--- src/rtl/io_pkg.sv ---
// Shared types and constants for the IO slot fabric and its peripherals.
package io_pkg;

   typedef enum logic [1:0] {
      StIdle,
      StAccess,
      StWait,
      StResp
   } io_fab_state_t;

   localparam int unsigned IO_DATA_W     = 32;
   localparam int unsigned IO_REG_ADDR_W = 5;

   localparam int unsigned IO_SLOT_UART   = 0;
   localparam int unsigned IO_SLOT_SPI    = 1;
   localparam int unsigned IO_SLOT_MMUL   = 2;
   localparam int unsigned IO_SLOT_CORDIC = 3;

endpackage

--- src/rtl/io_slot_decoder.sv ---
// Combinational slot decoder: slot index to one-hot select plus populated flag.
module io_slot_decoder
   import io_pkg::*;
#(
   parameter int unsigned          NUM_SLOTS = 16,
   parameter logic [NUM_SLOTS-1:0] SLOT_MASK = {{(NUM_SLOTS-1){1'b0}}, 1'b1},
   localparam int unsigned         SlotW     = $clog2(NUM_SLOTS)
) (
   input  logic [SlotW-1:0]     slot_idx_i,
   output logic [NUM_SLOTS-1:0] slot_onehot_o,
   output logic                 populated_o
);

   always_comb begin
      slot_onehot_o             = '0;
      slot_onehot_o[slot_idx_i] = 1'b1;
   end

   assign populated_o = SLOT_MASK[slot_idx_i];

endmodule

--- src/rtl/io_slot_fabric.sv ---
// Bus fabric decoding CPU IO accesses onto NUM_SLOTS peripheral slots with ready handshake.
// Define IO_FABRIC_TIMEOUT_EN to add the WAIT-state timeout watchdog.
module io_slot_fabric
   import io_pkg::*;
#(
   parameter int unsigned          NUM_SLOTS      = 16,
   parameter int unsigned          REG_ADDR_W     = IO_REG_ADDR_W,
   parameter logic [NUM_SLOTS-1:0] SLOT_MASK      = {{(NUM_SLOTS-1){1'b0}}, 1'b1},
   parameter int unsigned          TIMEOUT_CYCLES = 255
) (
   input  logic                           clk,
   input  logic                           reset,
   input  logic                           bus_cs,
   input  logic                           bus_wr,
   input  logic                           bus_rd,
   input  logic [31:0]                    bus_addr,
   input  logic [31:0]                    bus_wr_data,
   output logic [31:0]                    bus_rd_data,
   output logic                           bus_ack,
   output logic                           bus_err,
   output logic [NUM_SLOTS-1:0]           slot_cs,
   output logic [NUM_SLOTS-1:0]           slot_rd,
   output logic [NUM_SLOTS-1:0]           slot_wr,
   output logic [REG_ADDR_W-1:0]          slot_reg_addr,
   output logic [31:0]                    slot_wr_data,
   input  logic [NUM_SLOTS*IO_DATA_W-1:0] slot_rd_data,
   input  logic [NUM_SLOTS-1:0]           slot_ready
);

   localparam int unsigned SlotW  = $clog2(NUM_SLOTS);
   localparam int unsigned SlotLo = REG_ADDR_W + 2;

   io_fab_state_t state_q, state_d;

   logic [SlotW-1:0]      slot_q, slot_d;
   logic                  is_wr_q, is_wr_d;
   logic                  bus_ack_q, bus_ack_d;
   logic                  bus_err_q, bus_err_d;
   logic [31:0]           bus_rd_data_q, bus_rd_data_d;
   logic [NUM_SLOTS-1:0]  slot_cs_q, slot_cs_d;
   logic [NUM_SLOTS-1:0]  slot_rd_q, slot_rd_d;
   logic [NUM_SLOTS-1:0]  slot_wr_q, slot_wr_d;
   logic [REG_ADDR_W-1:0] slot_reg_addr_q, slot_reg_addr_d;
   logic [31:0]           slot_wr_data_q, slot_wr_data_d;

   logic [SlotW-1:0]     req_slot;
   logic [NUM_SLOTS-1:0] req_onehot;
   logic                 req_populated;
   logic                 req_valid;
   logic                 sel_ready;
   logic [31:0]          sel_rdata;
   logic                 unused_addr;

   assign req_slot    = bus_addr[SlotLo +: SlotW];
   assign req_valid   = bus_cs & (bus_rd | bus_wr);
   assign sel_ready   = slot_ready[slot_q];
   assign sel_rdata   = slot_rd_data[int'(slot_q)*IO_DATA_W +: IO_DATA_W];
   assign unused_addr = ^{bus_addr[31:SlotLo+SlotW], bus_addr[1:0]};

   io_slot_decoder #(
      .NUM_SLOTS (NUM_SLOTS),
      .SLOT_MASK (SLOT_MASK)
   ) u_decoder (
      .slot_idx_i    (req_slot),
      .slot_onehot_o (req_onehot),
      .populated_o   (req_populated)
   );

`ifdef IO_FABRIC_TIMEOUT_EN
   localparam logic [15:0] TimeoutLast = 16'(TIMEOUT_CYCLES - 1);
   logic [15:0] wait_cnt_q, wait_cnt_d;
`endif

   // Every output register is loaded with its value for the state being entered.
   always_comb begin
      state_d         = state_q;
      slot_d          = slot_q;
      is_wr_d         = is_wr_q;
      bus_ack_d       = 1'b0;
      bus_err_d       = 1'b0;
      bus_rd_data_d   = '0;
      slot_cs_d       = '0;
      slot_rd_d       = '0;
      slot_wr_d       = '0;
      slot_reg_addr_d = '0;
      slot_wr_data_d  = '0;
`ifdef IO_FABRIC_TIMEOUT_EN
      wait_cnt_d      = wait_cnt_q;
`endif
      unique case (state_q)
         StIdle: begin
            if (req_valid) begin
               slot_d  = req_slot;
               is_wr_d = bus_wr;
               if ((bus_rd && bus_wr) || !req_populated) begin
                  state_d   = StResp;
                  bus_ack_d = 1'b1;
                  bus_err_d = 1'b1;
               end else begin
                  state_d         = StAccess;
                  slot_cs_d       = req_onehot;
                  slot_rd_d       = bus_rd ? req_onehot : '0;
                  slot_wr_d       = bus_wr ? req_onehot : '0;
                  slot_reg_addr_d = bus_addr[REG_ADDR_W+1:2];
                  slot_wr_data_d  = bus_wr_data;
`ifdef IO_FABRIC_TIMEOUT_EN
                  wait_cnt_d      = '0;
`endif
               end
            end
         end
         StAccess, StWait: begin
            if (sel_ready) begin
               state_d       = StResp;
               bus_ack_d     = 1'b1;
               bus_rd_data_d = is_wr_q ? '0 : sel_rdata;
`ifdef IO_FABRIC_TIMEOUT_EN
            end else if (state_q == StWait && wait_cnt_q == TimeoutLast) begin
               state_d   = StResp;
               bus_ack_d = 1'b1;
               bus_err_d = 1'b1;
`endif
            end else begin
               state_d         = StWait;
               slot_cs_d       = slot_cs_q;
               slot_reg_addr_d = slot_reg_addr_q;
               slot_wr_data_d  = slot_wr_data_q;
`ifdef IO_FABRIC_TIMEOUT_EN
               if (state_q == StWait) wait_cnt_d = wait_cnt_q + 16'd1;
`endif
            end
         end
         StResp: state_d = StIdle;
         default: state_d = StIdle;
      endcase
   end

   always_ff @(posedge clk) begin
      if (reset) begin
         state_q         <= StIdle;
         slot_q          <= '0;
         is_wr_q         <= 1'b0;
         bus_ack_q       <= 1'b0;
         bus_err_q       <= 1'b0;
         bus_rd_data_q   <= '0;
         slot_cs_q       <= '0;
         slot_rd_q       <= '0;
         slot_wr_q       <= '0;
         slot_reg_addr_q <= '0;
         slot_wr_data_q  <= '0;
`ifdef IO_FABRIC_TIMEOUT_EN
         wait_cnt_q      <= '0;
`endif
      end else begin
         state_q         <= state_d;
         slot_q          <= slot_d;
         is_wr_q         <= is_wr_d;
         bus_ack_q       <= bus_ack_d;
         bus_err_q       <= bus_err_d;
         bus_rd_data_q   <= bus_rd_data_d;
         slot_cs_q       <= slot_cs_d;
         slot_rd_q       <= slot_rd_d;
         slot_wr_q       <= slot_wr_d;
         slot_reg_addr_q <= slot_reg_addr_d;
         slot_wr_data_q  <= slot_wr_data_d;
`ifdef IO_FABRIC_TIMEOUT_EN
         wait_cnt_q      <= wait_cnt_d;
`endif
      end
   end

   assign bus_ack       = bus_ack_q;
   assign bus_err       = bus_err_q;
   assign bus_rd_data   = bus_rd_data_q;
   assign slot_cs       = slot_cs_q;
   assign slot_rd       = slot_rd_q;
   assign slot_wr       = slot_wr_q;
   assign slot_reg_addr = slot_reg_addr_q;
   assign slot_wr_data  = slot_wr_data_q;

endmodule

--- config.mk ---
export PLATFORM = sky130hd
export DESIGN_NAME = io_slot_fabric
export DESIGN_NICKNAME = d
export VERILOG_FILES = /design/src/rtl/io_pkg.sv /design/src/rtl/io_slot_decoder.sv /design/src/rtl/io_slot_fabric.sv
export SDC_FILE = /design/constraint.sdc
export NUM_CORES = 1
export LEC_CHECK = 0
export ABC_AREA = 1
export CAP_MARGIN = 20
export CELL_PAD_IN_SITES_DETAIL_PLACEMENT = 1
export CELL_PAD_IN_SITES_GLOBAL_PLACEMENT = 2
export CORE_AREA = 2 2 276 278
export DETAILED_ROUTE_END_ITERATION = 7
export DIE_AREA = 0 0 278 280
export GPL_TIMING_DRIVEN = 0
export PLACE_DENSITY = 0.79
export SLEW_MARGIN = 5
export SYNTH_ARGS = -nofsm -noshare
export SYNTH_HDL_FRONTEND = slang
export SYNTH_SLANG_ARGS = --single-unit
--- constraint.sdc ---
create_clock -name clk -period 2.7 [get_ports clk]
set_clock_uncertainty 0.15 [all_clocks]
set_input_delay 0.405 -clock clk [delete_from_list [all_inputs] [get_ports clk]]
set_output_delay 0.405 -clock clk [all_outputs]
set_load 0.005 [all_outputs]
**Yosys cells after proc, flatten, opt, wreduce, memory -nomap -nowiden**

Memory sizes are Yosys's and may differ from the RTL's.
Index checks and enable logic that the tools add are counted.

- Magnitude comparators: 3
- Shift operators: 1
- Reductions and logical operators: 11
- Bitwise gates (word level): 8
- Muxes and demuxes: 25
- Equality and inequality tests: 5

Operators by type and width:

| cell | number |
|---|---|
| indexed part select 512 x 10 -> 32 bit | 1 |
| two-way mux 32 bit | 3 |
| case mux 32 bit (2 select lines) | 1 |
| two-way mux 16 bit | 3 |
| case mux 16 bit (2 select lines) | 1 |
| two-way mux 5 bit | 3 |
| < comparator 4 x 5 -> 1 bit, second input constant | 2 |
| case mux 5 bit (2 select lines) | 1 |
| OR reduction 5 bit | 2 |
| two-way mux 1 bit | 7 |
| inverter 1 bit | 6 |
| case mux 2 bit (3 select lines) | 1 |
| binary-select mux 1 bit (select 4 bit) | 1 |
| demux 1 bit (select 4 bit) | 1 |
| == test 2 bit, second input constant | 2 |
| >= comparator 4 x 1 -> 1 bit, second input constant | 1 |
| two-way mux 2 bit | 2 |
| inequality test 2 bit, second input constant | 2 |
| OR reduction 2 bit | 2 |
| OR reduction 4 bit | 1 |
| == test 2 x 1 -> 1 bit, second input constant | 1 |
| logical AND 1 bit | 2 |
| zero test 2 bit | 1 |
| case mux 1 bit (2 select lines) | 1 |
| other kinds (5) | 5 |

- Input bits: 597
- Memories kept: 1
- ROM bits: 16
- Logic and storage cells: 65
- Flip-flop bits (word level): 126

Memory list:

| name | words | width | read ports | clocked after Yosys merged registers in | write ports | line | text |
|---|---|---|---|---|---|---|---|
| (no name shown) | 16 | 1 | 1 | 0 | 0 | io_slot_decoder.sv:19 | `assign populated_o = SLOT_MASK[slot_idx_i];` |

**Logic depth before layout (Yosys ltp)**

- Depth after elaboration: 7
- Depth in mapped cells: 13
- Gate-level depth less buffers: 10

**By module**

From an unflattened synthesis, not the netlist that was laid out.

- Cell total of the unflattened synthesis: 1,557
- Area total of the unflattened synthesis: 9,036.2 um^2

By module, submodules not included:

| module | cells each | instances | area an instance (um^2) |
|---|---|---|---|
| io_slot_fabric | 1,528 | 1 | 8,924.8 |
| io_slot_decoder | 29 | 1 | 111.4 |

**Worst setup path after synthesis**

OpenSTA, ideal clock, no wires.

- Kind: input to register
- From: input bus_rd
- To: register slot_reg_addr_q[1], in the netlist slot_reg_addr[1]
- Arrival time: 1.503 ns
- Cell stages on the path: 10
- Required time: 2.486 ns
- Library setup time: 0.064 ns
- Setup slack: 0.983 ns
- Buffers on the path: 2
- Cell sequence: inv_1 a21oi_1 nand2_1 nor2_1 buf_2 buf_2 nand2_1 nand2_1 nand2_1 nor2_1

- Cells in the longest elaborated chain, start to end: 5

RTL lines:

| element | line | text |
|---|---|---|
| from (decl) | io_slot_fabric.sv:15 | `input logic bus_rd,` |
| logical AND 1 bit | io_slot_fabric.sv:95 | `if ((bus_rd && bus_wr) \|\| !req_populated) begin` |
| logical OR 1 bit | io_slot_fabric.sv:95 |  |
| two-way mux 5 bit | io_slot_fabric.sv:95 |  |
| two-way mux 5 bit (*) | io_slot_fabric.sv:92 | `if (req_valid) begin` |
| case mux 5 bit (2 select lines) (*) | io_slot_fabric.sv:90 | `unique case (state_q)` |
| to (signal assigned) | io_slot_fabric.sv:164 | `slot_reg_addr_q <= slot_reg_addr_d;` |
| to (decl) | io_slot_fabric.sv:43 | `logic [REG_ADDR_W-1:0] slot_reg_addr_q, slot_reg_addr_d;` |

Every way passes the cells marked *; elsewhere a longest branch is shown, timed or not.
A chain may end at the register's enable or synchronous reset.

**Worst setup path in the final report**

- From: register slot_q[0]
- To: register bus_rd_data_q[8], in the netlist bus_rd_data[8]

- Cells in the longest elaborated chain, start to end: 4

RTL lines:

| element | line | text |
|---|---|---|
| from (decl) | io_slot_fabric.sv:35 | `logic [SlotW-1:0] slot_q, slot_d;` |
| from (signal assigned) | io_slot_fabric.sv:156 | `slot_q <= slot_d;` |
| parallel branches: the longest is 4 deep, another holds indexed part select 512 x 10 -> 32 bit | -- |  |
| to (signal assigned) | io_slot_fabric.sv:160 | `bus_rd_data_q <= bus_rd_data_d;` |
| to (decl) | io_slot_fabric.sv:39 | `logic [31:0] bus_rd_data_q, bus_rd_data_d;` |

Several ways; the timed one is not identified. The select of a mux whose other input is x is not followed.

==> results.toml <==
[drt]
vias = 13273
drt-wirelength-per-cell_microns = 25.1
detail_route.vias_per_cell = 4.09
route.antenna.remaining_nets = 0
initial_detailed_routing_violation_count = 514
detailedRoute.firstPassIterationCount = 4
drt-total-wl_mm = 81.6
detail_route.drc_violations = 0

[layout]
final-instance-count-excl-fill = 3246
register_area_sq_um = 2520
area_growth_syn_to_layout_pct = 103
multi_input_comb_area_sq_um = 5640
final.fill_count = 9315
nNetsFinal = 2845
drive_gt1_frac = 0.0655

[die]
dieArea_sq_um = 77800
number_of_placement_rows = 101
dieWidth_microns = 278
initial_utilization = 0.118
die_height_microns = 280
design.core.area_sq_um = 75200
io-pin-count = 716

[synthesis]
ys_warn_count = 0
synth.ff_latch_count = 126
synth-seq-area-share = 0.284
ys_types = 25
synth_cells = 1502
async_sr_flop_fraction = 0
synth-main-ff-cell = "sky130_fd_sc_hd__dfxtp_1"
synth_top_area_share = 0.284
number_of_enable_flip_flop_cells_after_synthesis = 0
synth.area.top_cells = "sky130_fd_sc_hd__dfxtp_1, sky130_fd_sc_hd__nor2_1, sky130_fd_sc_hd__o21ai_0, sky130_fd_sc_hd__o211ai_1, sky130_fd_sc_hd__nand2_1"
post-synth-top-count-cell = "sky130_fd_sc_hd__nor2_1"
synth.avg_cell_area_sq_um = 5.91
netlist.top_cell.by_area = "sky130_fd_sc_hd__dfxtp_1"
ys_top_cells_by_count = "sky130_fd_sc_hd__nor2_1, sky130_fd_sc_hd__o21ai_0, sky130_fd_sc_hd__nand2_1"
netlist_area_sq_um = 8870

[clock_network]
max-clock-path-buffers = 2
cts.root.buffer_cell = "sky130_fd_sc_hd__clkbuf_16"
clock_sinks = 126
tritoncts_clock_tree = "done"
clock_latency_ps = 470
cts_max_level = 4
cts_buffers = 17
path_clk_slew_ps = 70

[sta]
min_period_over_period = 0.958
fmaxAchievable_ghz = 0.387
rsz0062_at_grt = "yes"
report.final.slew_viol_count = 0
timing_hold_violations_final = 0
worst-slew-pin-transition_ps = 1040
timing.hold.ws_ps = 293
worst_slack_ps = 115
headroom_to_the_max_slew_limit = 0.301
fin_crit_ps = 2590
setup-violations-final = 0

[placement]
hpwl_after_dpl_mm = 68.3
placement.setup.worst_slack_ps = -848
numPortBuffers = 692
post-place-cells = 3204
gpl.final_weighted_congestion = 0.852

[power_and_ir_drop]
totalPowerFinal_mw = 11.9
leakagePower_nw = 7.04
vdd_ir_drop_max_mv = 0.464
cellPowerDensity_nw_per_um2 = 663

[global_route]
grt.total_usage = 0.204
grt_pass1_vias = 14006
grt_first_pass_wirelength_mm = 110
grt_max_degree = 17
grt_overflow = 0
antenna_found_initial = 13

[status]
outcome = "completed"

[critical_path]
setup.worst_path.end_class = "flop"
critPathMaxFanout = 11
cp_data_arrival_time_ps = 2840
crit_slowest_cell = "sky130_fd_sc_hd__dfxtp_1"
critical_path.n_buffers_inverters = 5
crit_required_ps = 2950
crit_path_cell_trace = "buf_6, buf_4, buf_8, buf_4, nor2_1, nor2_1, o21ai_1, o211ai_1, nand3_1, nand2_1, inv_1, nor2_1"
setup.worst_path.start_class = "flop"
path_class = "flop to flop"
max_stage_delay_ps = 400
cpLargestDelayFamily = "buffers and inverters"
critical-path-top-cell-by-count = "sky130_fd_sc_hd__nor2_1"

[hold_path]
hp-class = "flop to flop"

[job]
drv.max_cap_violation_count = 0
[layout by cell type (no fill, tap or decap), types with 40 or more instances in the layout]
cell type,instances
sky130_fd_sc_hd__nand2_1,177
sky130_fd_sc_hd__nor2_1,497
sky130_fd_sc_hd__clkbuf_1,40
sky130_fd_sc_hd__o211ai_1,129
sky130_fd_sc_hd__clkdlybuf4s50_1,692
sky130_fd_sc_hd__inv_1,65
sky130_fd_sc_hd__o21ai_1,40
sky130_fd_sc_hd__nand3_1,64
sky130_fd_sc_hd__o21ai_0,221
sky130_fd_sc_hd__dfxtp_1,126
[cell type report]
class | count | share of cell area
Inverter | 69 | 0.0145
Multi-Input combinational cell | 1204 | 0.314
Clock buffer | 18 | 0.0239
Antenna cell | 9 | 0.00125
Tap cell | 978 | 0.0681
Buffer | 131 | 0.0393
Sequential cell | 126 | 0.140
Clock inverter | 14 | 0.00926
Timing Repair Buffer | 697 | 0.390
[logic make-up after synthesis]
kind of cell               synth area share
adders and majority gates           0.00282
buffers and inverters                0.0989
other                              0.000423
AOI/OAI and AO/OA                     0.262
DFF                                   0.284
and+or+nand+nor                       0.352
[power by group]
group	internal, mW	switching [mW]
combinational	2.69	4.33
clock	1.39	1.12
sequential	2.20	0.181
[stage by stage]
step,instance area (sq um),setup TNS (ps),util
6_report,18000,0,0.239
4_1_cts,17900,0,0.238
5_1_grt,18000,-23.0,0.239
3_3_place_gp,17100,-83410,0.228
3_5_place_dp,17200,-24960,0.228
2_1_floorplan,8980,0,-
[flip-flops by register name, indices dropped and copies added (netlist names)]
signal / count
bus_rd_data: 32
slot_wr_data: 32
slot_cs: 16
slot_rd: 16
slot_wr: 16
slot_reg_addr: 5
slot_q: 4
state_q: 2
bus_ack: 1
bus_err: 1
is_wr_q: 1
[worst paths after layout]
kind / start / end / slack [ps] / cells after the start
min: slot_cs[4] / slot_cs[4] / 290 / 2
max reg2reg: slot_q[0] / bus_rd_data[8] / 110 / 12
min reg2reg: slot_cs[4] / slot_cs[4] / 290 / 2
max: slot_q[0] / bus_rd_data[8] / 110 / 12
[layer usage]
layer | vias up | wire length, microns | track usage
met5 | - | 23 | 0
met4 | 4 | 1360 | 0.0486
met3 | 59 | 6030 | 0.0619
met2 | 500 | 41200 | 0.370
met1 | 6259 | 32900 | 0.232
li1 | 6451 | - | -
[repair_timing]
item,4_1_cts,5_1_grt
endpoints found under the setup margin,82,13
gates resized for setup,52,17
pin swaps,2,2
buffers inserted,2,0
hold buffers,0,0
hold endpoints to repair,0,0
[tightest hold or removal path: stages, from the launching register on]
cell and delay, ps:
sky130_fd_sc_hd__dfxtp_1 310, sky130_fd_sc_hd__nand2_1 60, sky130_fd_sc_hd__nor2_1 40
No activity file was read; power rests on OpenSTA's default activity.
